<file path="config.mk">
export PLATFORM = sky130hd
export DESIGN_NAME = trap_controller
export DESIGN_NICKNAME = d
export VERILOG_FILES = /design/src/rtl/trap_controller_pkg.sv /design/src/rtl/trap_controller_irq_sync.sv /design/src/rtl/trap_controller.sv
export SDC_FILE = /design/constraint.sdc
export NUM_CORES = 1
export LEC_CHECK = 0
export CELL_PAD_IN_SITES_DETAIL_PLACEMENT = 0
export CELL_PAD_IN_SITES_GLOBAL_PLACEMENT = 2
export CORE_MARGIN = 8
export CORE_UTILIZATION = 19
export DETAILED_ROUTE_END_ITERATION = 10
export HOLD_SLACK_MARGIN = 0.05
export PLACE_DENSITY = 0.83
export SLEW_MARGIN = 20
export SYNTH_ARGS = -nofsm -noshare
export SYNTH_HDL_FRONTEND = slang
export SYNTH_SLANG_ARGS = --single-unit
export TNS_END_PERCENT = 5
</file>
<file path="constraint.sdc">
create_clock -name clk -period 3.5 [get_ports clk]
set_clock_uncertainty 0.2 [all_clocks]
set_input_delay 0.7 -clock clk [delete_from_list [all_inputs] [get_ports clk]]
set_output_delay 0.7 -clock clk [all_outputs]
set_load 0.01 [all_outputs]
</file>
<file path="src/rtl/trap_controller_pkg.sv">
// Shared types and constants for the trap controller: XLEN, FSM states,
// RISC-V machine-mode exception/interrupt codes and an mcause builder.
`timescale 1ns/1ps
package trap_controller_pkg;

   localparam int XLEN           = 32;
   localparam int MCAUSE_INT_BIT = 31;

   typedef enum logic [1:0] {
      IDLE  = 2'd0,
      REQ   = 2'd1,
      REDIR = 2'd2,
      RET   = 2'd3
   } trap_state_t;

   typedef logic [30:0] exc_code_t;

   localparam exc_code_t EXC_FETCH_MIS = 31'd0;
   localparam exc_code_t EXC_ILLEGAL   = 31'd2;
   localparam exc_code_t EXC_BREAK     = 31'd3;
   localparam exc_code_t EXC_LOAD_MIS  = 31'd4;
   localparam exc_code_t EXC_STORE_MIS = 31'd6;
   localparam exc_code_t EXC_ECALL_M   = 31'd11;
   localparam exc_code_t IRQ_M_TIMER   = 31'd7;
   localparam exc_code_t IRQ_M_EXT     = 31'd11;

   function automatic logic [31:0] mk_cause(input logic is_irq, input exc_code_t code);
      logic [31:0] v;
      v                 = {1'b0, code};
      v[MCAUSE_INT_BIT] = is_irq;
      return v;
   endfunction

endpackage

</file>
<file path="src/rtl/trap_controller_irq_sync.sv">
// irq_sync: N-stage flip-flop synchroniser for one asynchronous level input.
// Depths below 2 are clamped to 2.
`timescale 1ns/1ps
module irq_sync #(
   parameter int STAGES = 2
) (
   input  logic clk,
   input  logic rst,
   input  logic d_i,
   output logic q_o
);

   localparam int N = (STAGES < 2) ? 2 : STAGES;

   logic [N-1:0] r_sync;

   always_ff @(posedge clk or negedge rst) begin
      if (!rst) begin
         r_sync <= '0;
      end else begin
         r_sync <= {r_sync[N-2:0], d_i};
      end
   end

   assign q_o = r_sync[N-1];

endmodule

</file>
<file path="src/rtl/trap_controller.sv">
// trap_controller: prioritises exceptions/interrupts, issues the CSR trap
// request and redirects fetch; also sequences MRET. Option: TRAP_VECTORED_EN.
`timescale 1ns/1ps
module trap_controller
   import trap_controller_pkg::*;
#(
   parameter int IRQ_SYNC_STAGES = 2
) (
   input  logic            clk,
   input  logic            rst,
   input  logic [XLEN-1:0] pc_i,
   input  logic            instrValid_i,
   input  logic            excIllegal_i,
   input  logic            excEcall_i,
   input  logic            excEbreak_i,
   input  logic            excFetchMis_i,
   input  logic            excLoadMis_i,
   input  logic            excStoreMis_i,
   input  logic [XLEN-1:0] badAddr_i,
   input  logic [31:0]     instr_i,
   input  logic            mret_i,
   input  logic            irqExt_i,
   input  logic            irqTimer_i,
   input  logic            mieGlobal_i,
   input  logic [XLEN-1:0] mtvec_i,
   input  logic [XLEN-1:0] mepc_i,
   output logic            excRequest_o,
   output logic [31:0]     excCause_o,
   output logic [31:0]     trapInfo_o,
   output logic [XLEN-1:0] excPc_o,
   output logic            stall_o,
   output logic            flush_o,
   output logic            pcRedirect_o,
   output logic [XLEN-1:0] pcTarget_o
);

   trap_state_t     r_state;
   trap_state_t     w_state_next;
   logic [31:0]     r_cause;
   logic [31:0]     r_info;
   logic [XLEN-1:0] r_epc;

   logic            w_irq_ext_sync;
   logic            w_irq_timer_sync;
   logic            w_trap;
   logic            w_is_irq;
   logic [31:0]     w_cause;
   logic [31:0]     w_info;
   logic [XLEN-1:0] w_base;
   logic [XLEN-1:0] w_trap_target;
   logic            w_stall;
   logic            w_flush;
   logic            w_req;
   logic            w_redir;
   logic [XLEN-1:0] w_target;
   logic            w_unused;

   irq_sync #(.STAGES(IRQ_SYNC_STAGES)) u_sync_ext (
      .clk (clk),
      .rst (rst),
      .d_i (irqExt_i),
      .q_o (w_irq_ext_sync)
   );

   irq_sync #(.STAGES(IRQ_SYNC_STAGES)) u_sync_timer (
      .clk (clk),
      .rst (rst),
      .d_i (irqTimer_i),
      .q_o (w_irq_timer_sync)
   );

   // Fixed priority: synchronous exceptions first, then external, then timer.
   always_comb begin
      w_trap   = 1'b0;
      w_is_irq = 1'b0;
      w_cause  = '0;
      w_info   = '0;
      if (instrValid_i) begin
         w_trap = 1'b1;
         if (excFetchMis_i) begin
            w_cause = mk_cause(1'b0, EXC_FETCH_MIS);
            w_info  = 32'(badAddr_i);
         end else if (excIllegal_i) begin
            w_cause = mk_cause(1'b0, EXC_ILLEGAL);
            w_info  = instr_i;
         end else if (excEbreak_i) begin
            w_cause = mk_cause(1'b0, EXC_BREAK);
            w_info  = 32'(pc_i);
         end else if (excLoadMis_i) begin
            w_cause = mk_cause(1'b0, EXC_LOAD_MIS);
            w_info  = 32'(badAddr_i);
         end else if (excStoreMis_i) begin
            w_cause = mk_cause(1'b0, EXC_STORE_MIS);
            w_info  = 32'(badAddr_i);
         end else if (excEcall_i) begin
            w_cause = mk_cause(1'b0, EXC_ECALL_M);
         end else if (w_irq_ext_sync && mieGlobal_i) begin
            w_cause  = mk_cause(1'b1, IRQ_M_EXT);
            w_is_irq = 1'b1;
         end else if (w_irq_timer_sync && mieGlobal_i) begin
            w_cause  = mk_cause(1'b1, IRQ_M_TIMER);
            w_is_irq = 1'b1;
         end else begin
            w_trap = 1'b0;
         end
      end
   end

   assign w_base = {mtvec_i[XLEN-1:2], 2'b00};

`ifdef TRAP_VECTORED_EN
   logic r_is_irq;

   always_ff @(posedge clk or negedge rst) begin
      if (!rst) begin
         r_is_irq <= 1'b0;
      end else if (r_state == IDLE && w_trap) begin
         r_is_irq <= w_is_irq;
      end
   end

   assign w_trap_target = r_is_irq ? (w_base + {r_cause[XLEN-3:0], 2'b00}) : w_base;
   assign w_unused      = &{1'b0, mtvec_i[1:0], mepc_i[1:0]};
`else
   assign w_trap_target = w_base;
   assign w_unused      = &{1'b0, mtvec_i[1:0], mepc_i[1:0], w_is_irq};
`endif

   always_ff @(posedge clk or negedge rst) begin
      if (!rst) begin
         r_state <= IDLE;
         r_cause <= '0;
         r_info  <= '0;
         r_epc   <= '0;
      end else begin
         r_state <= w_state_next;
         if (r_state == IDLE && w_trap) begin
            r_cause <= w_cause;
            r_info  <= w_info;
            r_epc   <= pc_i;
         end
      end
   end

   // Detect-cycle stall is combinational, so gate it while reset is held.
   always_comb begin
      w_state_next = r_state;
      w_stall      = 1'b0;
      w_flush      = 1'b0;
      w_req        = 1'b0;
      w_redir      = 1'b0;
      w_target     = '0;
      case (r_state)
         IDLE: begin
            if (w_trap) begin
               w_state_next = REQ;
               w_stall      = rst;
            end else if (mret_i) begin
               w_state_next = RET;
            end
         end
         REQ: begin
            w_req        = 1'b1;
            w_stall      = 1'b1;
            w_flush      = 1'b1;
            w_state_next = REDIR;
         end
         REDIR: begin
            w_redir      = 1'b1;
            w_target     = w_trap_target;
            w_state_next = IDLE;
         end
         RET: begin
            w_redir      = 1'b1;
            w_flush      = 1'b1;
            w_target     = {mepc_i[XLEN-1:2], 2'b00};
            w_state_next = IDLE;
         end
         default: w_state_next = IDLE;
      endcase
   end

   assign excRequest_o = w_req;
   assign excCause_o   = r_cause;
   assign trapInfo_o   = r_info;
   assign excPc_o      = r_epc;
   assign stall_o      = w_stall;
   assign flush_o      = w_flush;
   assign pcRedirect_o = w_redir;
   assign pcTarget_o   = w_target;

endmodule

</file>
==> impl_metrics.json <==
{
  "status": "complete, no violations",
  "critical_path.max_fanout": 3,
  "fin_crit_ps": 3270,
  "finalWorstSetupSlack_ps": 229.9,
  "synth_ff_type": "dfrtp_1",
  "synth_cell_type_count": 36,
  "final_cells": 1018,
  "cts_htree_levels": 3,
  "gp_congestion": 0.7094,
  "synthesis.area_sq_um": 4161,
  "cts.sinks": 75,
  "path_clk_slew_ps": 60,
  "critPathKind": "input pin to primary output",
  "drc_errors": 0,
  "ys_seq_elements": 75,
  "cts_resized": 0,
  "synthDominantCellAreaShare": 0.4510,
  "ant_nets": 0,
  "hold_viol_final": 0,
  "postSynthCellCount": 470,
  "yosys-top-cells-count": "113 x nand2_1, 89 x nor2_1, 75 x dfrtp_1",
  "diodes": 0,
  "max_stage_delay_ps": 510,
  "synth_top_area_cell": "dfrtp_1",
  "die_h_microns": 164.0,
  "path_common_cell": "clkdlybuf4s50_1",
  "p_leak_nw": 3.121,
  "ir_worst_vdd_mv": 0.3304,
  "preCtsSetupSlack_ps": 244.6,
  "grt_max_degree": 62,
  "cp.required_ps": 2600,
  "met2_usage": 0.2218,
  "seq_area_frac_synth": 0.4510,
  "fp.coreArea_sq_um": 21690,
  "numCtsBuffers": 9,
  "tightest_slew_ps": 801.9,
  "area_growth_pct": 77.78,
  "crit_chain": "clkdlybuf4s50_1, nor3_1, nand3_1, a41o_1, clkdlybuf4s50_1",
  "synth_edf_count": 0,
  "rsz0062_at_grt": "no",
  "timing.final.crit_share": 0.9343,
  "critPathLaunchType": "input pin",
  "tns_ps": 0,
  "cts_root_buf": "clkbuf_16",
  "min-delay-path-class": "flip-flop to flip-flop",
  "cap_violations": 0,
  "place.detailed.hpwl_microns": 14090,
  "port_buffers": 271,
  "place_inst": 1002,
  "min_path_cells": 0,
  "top_usage_layer": "met2",
  "maxSlewViolCount": 0,
  "yosysWarnings": 0,
  "wirelength_microns": 18620,
  "yosysMostFrequentCell": "nand2_1",
  "syn_area_per_cell_sq_um": 8.854,
  "rows": 54,
  "die_w_microns": 164.0,
  "clockBufferDepth": 2,
  "die_area_sq_um": 26890,
  "async_flop_share": 1.000,
  "grt_usage": 0.1344,
  "grt_use_met1": 0.1572,
  "grt_pass1_wl_microns": 27680,
  "drtIter0Drc": 159,
  "vias": 4334,
  "ioPinCount": 305,
  "max_freq_ghz": 0.3058,
  "rr_worst_depth": 5,
  "avgRoutedWirePerCell_microns": 18.29,
  "antenna_found_initial": 2,
  "place_area_sq_um": 7118,
  "hold_buffers": 0,
  "final_util": 0.3411,
  "first_pass_iters": 4,
  "cts_setup_buffers": 0,
  "cp_slowest_cell": "clkdlybuf4s50_1",
  "yosys-top-cells-area": "dfrtp_1 45%, nand2_1 10%, nor2_1 8.0%, mux2i_1 7.2%, a221oi_1 6.1%",
  "overflow": 0,
  "layout.nets": 906,
  "setup_viol": 0,
  "cts_tree": "done",
  "grtUsageMet3": 0.06140,
  "drive_gt1_frac": 0.07317,
  "first_global_vias": 4718,
  "crit_arrival_ps": 2370,
  "start_util": 0.1919,
  "clock_latency_ps": 340,
  "power_density_nw_per_um2": 696.1,
  "viasPerCell": 4.257,
  "fillCellCount": 2270,
  "fin_area_sq_um": 7398,
  "relSlewSlack": 0.4654,
  "crit_path_end_kind": "primary output"
}
worst paths after layout:
check	from	endpoint	slack, ps
max	excStoreMis_i	stall_o	230
min	u_sync_ext.r_sync[0]	u_sync_ext.r_sync[1]	150
max reg2reg	r_state[0]	trapInfo_o[13]	920
min reg2reg	u_sync_ext.r_sync[0]	u_sync_ext.r_sync[1]	150
max in group asynchronous	rst	r_state[0]	1880
min in group asynchronous	rst	trapInfo_o[23]	250
logic make-up (layout without fill, tap and decap cells):
kind of cell,count (synthesis),count (layout),share of synthesized area
other,1,29,0.0009011
buffers and inverters,68,308,0.09621
DFF,75,75,0.4510
muxes,30,30,0.07216
AOI/OAI and AO/OA,85,85,0.1831
and+or+nand+nor,211,211,0.1966
cell type report:
cell class / instances / area [sq um] / area share
clock buffer: 10 / 239.0 / 0.03230
clock inverter: 6 / 41.29 / 0.005581
inverter: 2 / 7.507 / 0.001015
multi-input combinational: 355 / 2009 / 0.2716
sequential: 75 / 1878 / 0.2538
tap: 280 / 350.3 / 0.04735
timing repair buffer: 290 / 2873 / 0.3883
registers in the layout (all words and copies together) (netlist names):
register and cells:
excCause_o 5, r_state 2, excPc_o 32, u_sync_ext.r_sync 2, u_sync_timer.r_sync 2, trapInfo_o 32
worst max-delay path: cells and delay by family:
kind,cells,cell delay (ps)
buf+inv,2,960
compound gates,1,270
simple gates,2,450
per-stage QoR:
| stage | hold WS [ps] | power, mW |
|---|---|---|
| 2_1_floorplan | 131.2 | 2.742 |
| 3_3_place_gp | 138.8 | 4.339 |
| 3_5_place_dp | 142.6 | 4.347 |
| 4_1_cts | 156.3 | 5.272 |
| 5_1_grt | 165.9 | 5.530 |
| 6_report | 151.2 | 5.150 |
per-layer routing:
| layer | wire (microns) | part of all wire |
|---|---|---|
| met4 | 174 | 0.0093 |
| met1 | 7647 | 0.41 |
| met5 | 28 | 0.0015 |
| met3 | 1970 | 0.11 |
| met2 | 8799 | 0.47 |
power by group:
part	switching, mW	internal (mW)
clock	0.384	0.498
combinational	1.26	1.49
sequential	0.251	1.26
total	1.90	3.25
cell usage in the layout (no fill, tap or decap), drive strengths merged:
master	count
inv	1
o31ai	7
mux2i	30
a221oi	31
clkbuf	10
nor2b	2
a22o	27
a41o	1
clkinv	4
nand3	2
conb	29
nand2	113
or3b	1
a22oi	1
nor2	89
clkdlybuf4s50	269
a211o	1
o21ba	1
a31oi	1
or2	1
nor3	3
o311ai	1
a21oi	4
o21ai	4
dfrtp	75
a31o	2
clkinvlp	3
buf	21
o221ai	4
Note: power is estimated with default switching activity, not from simulation.
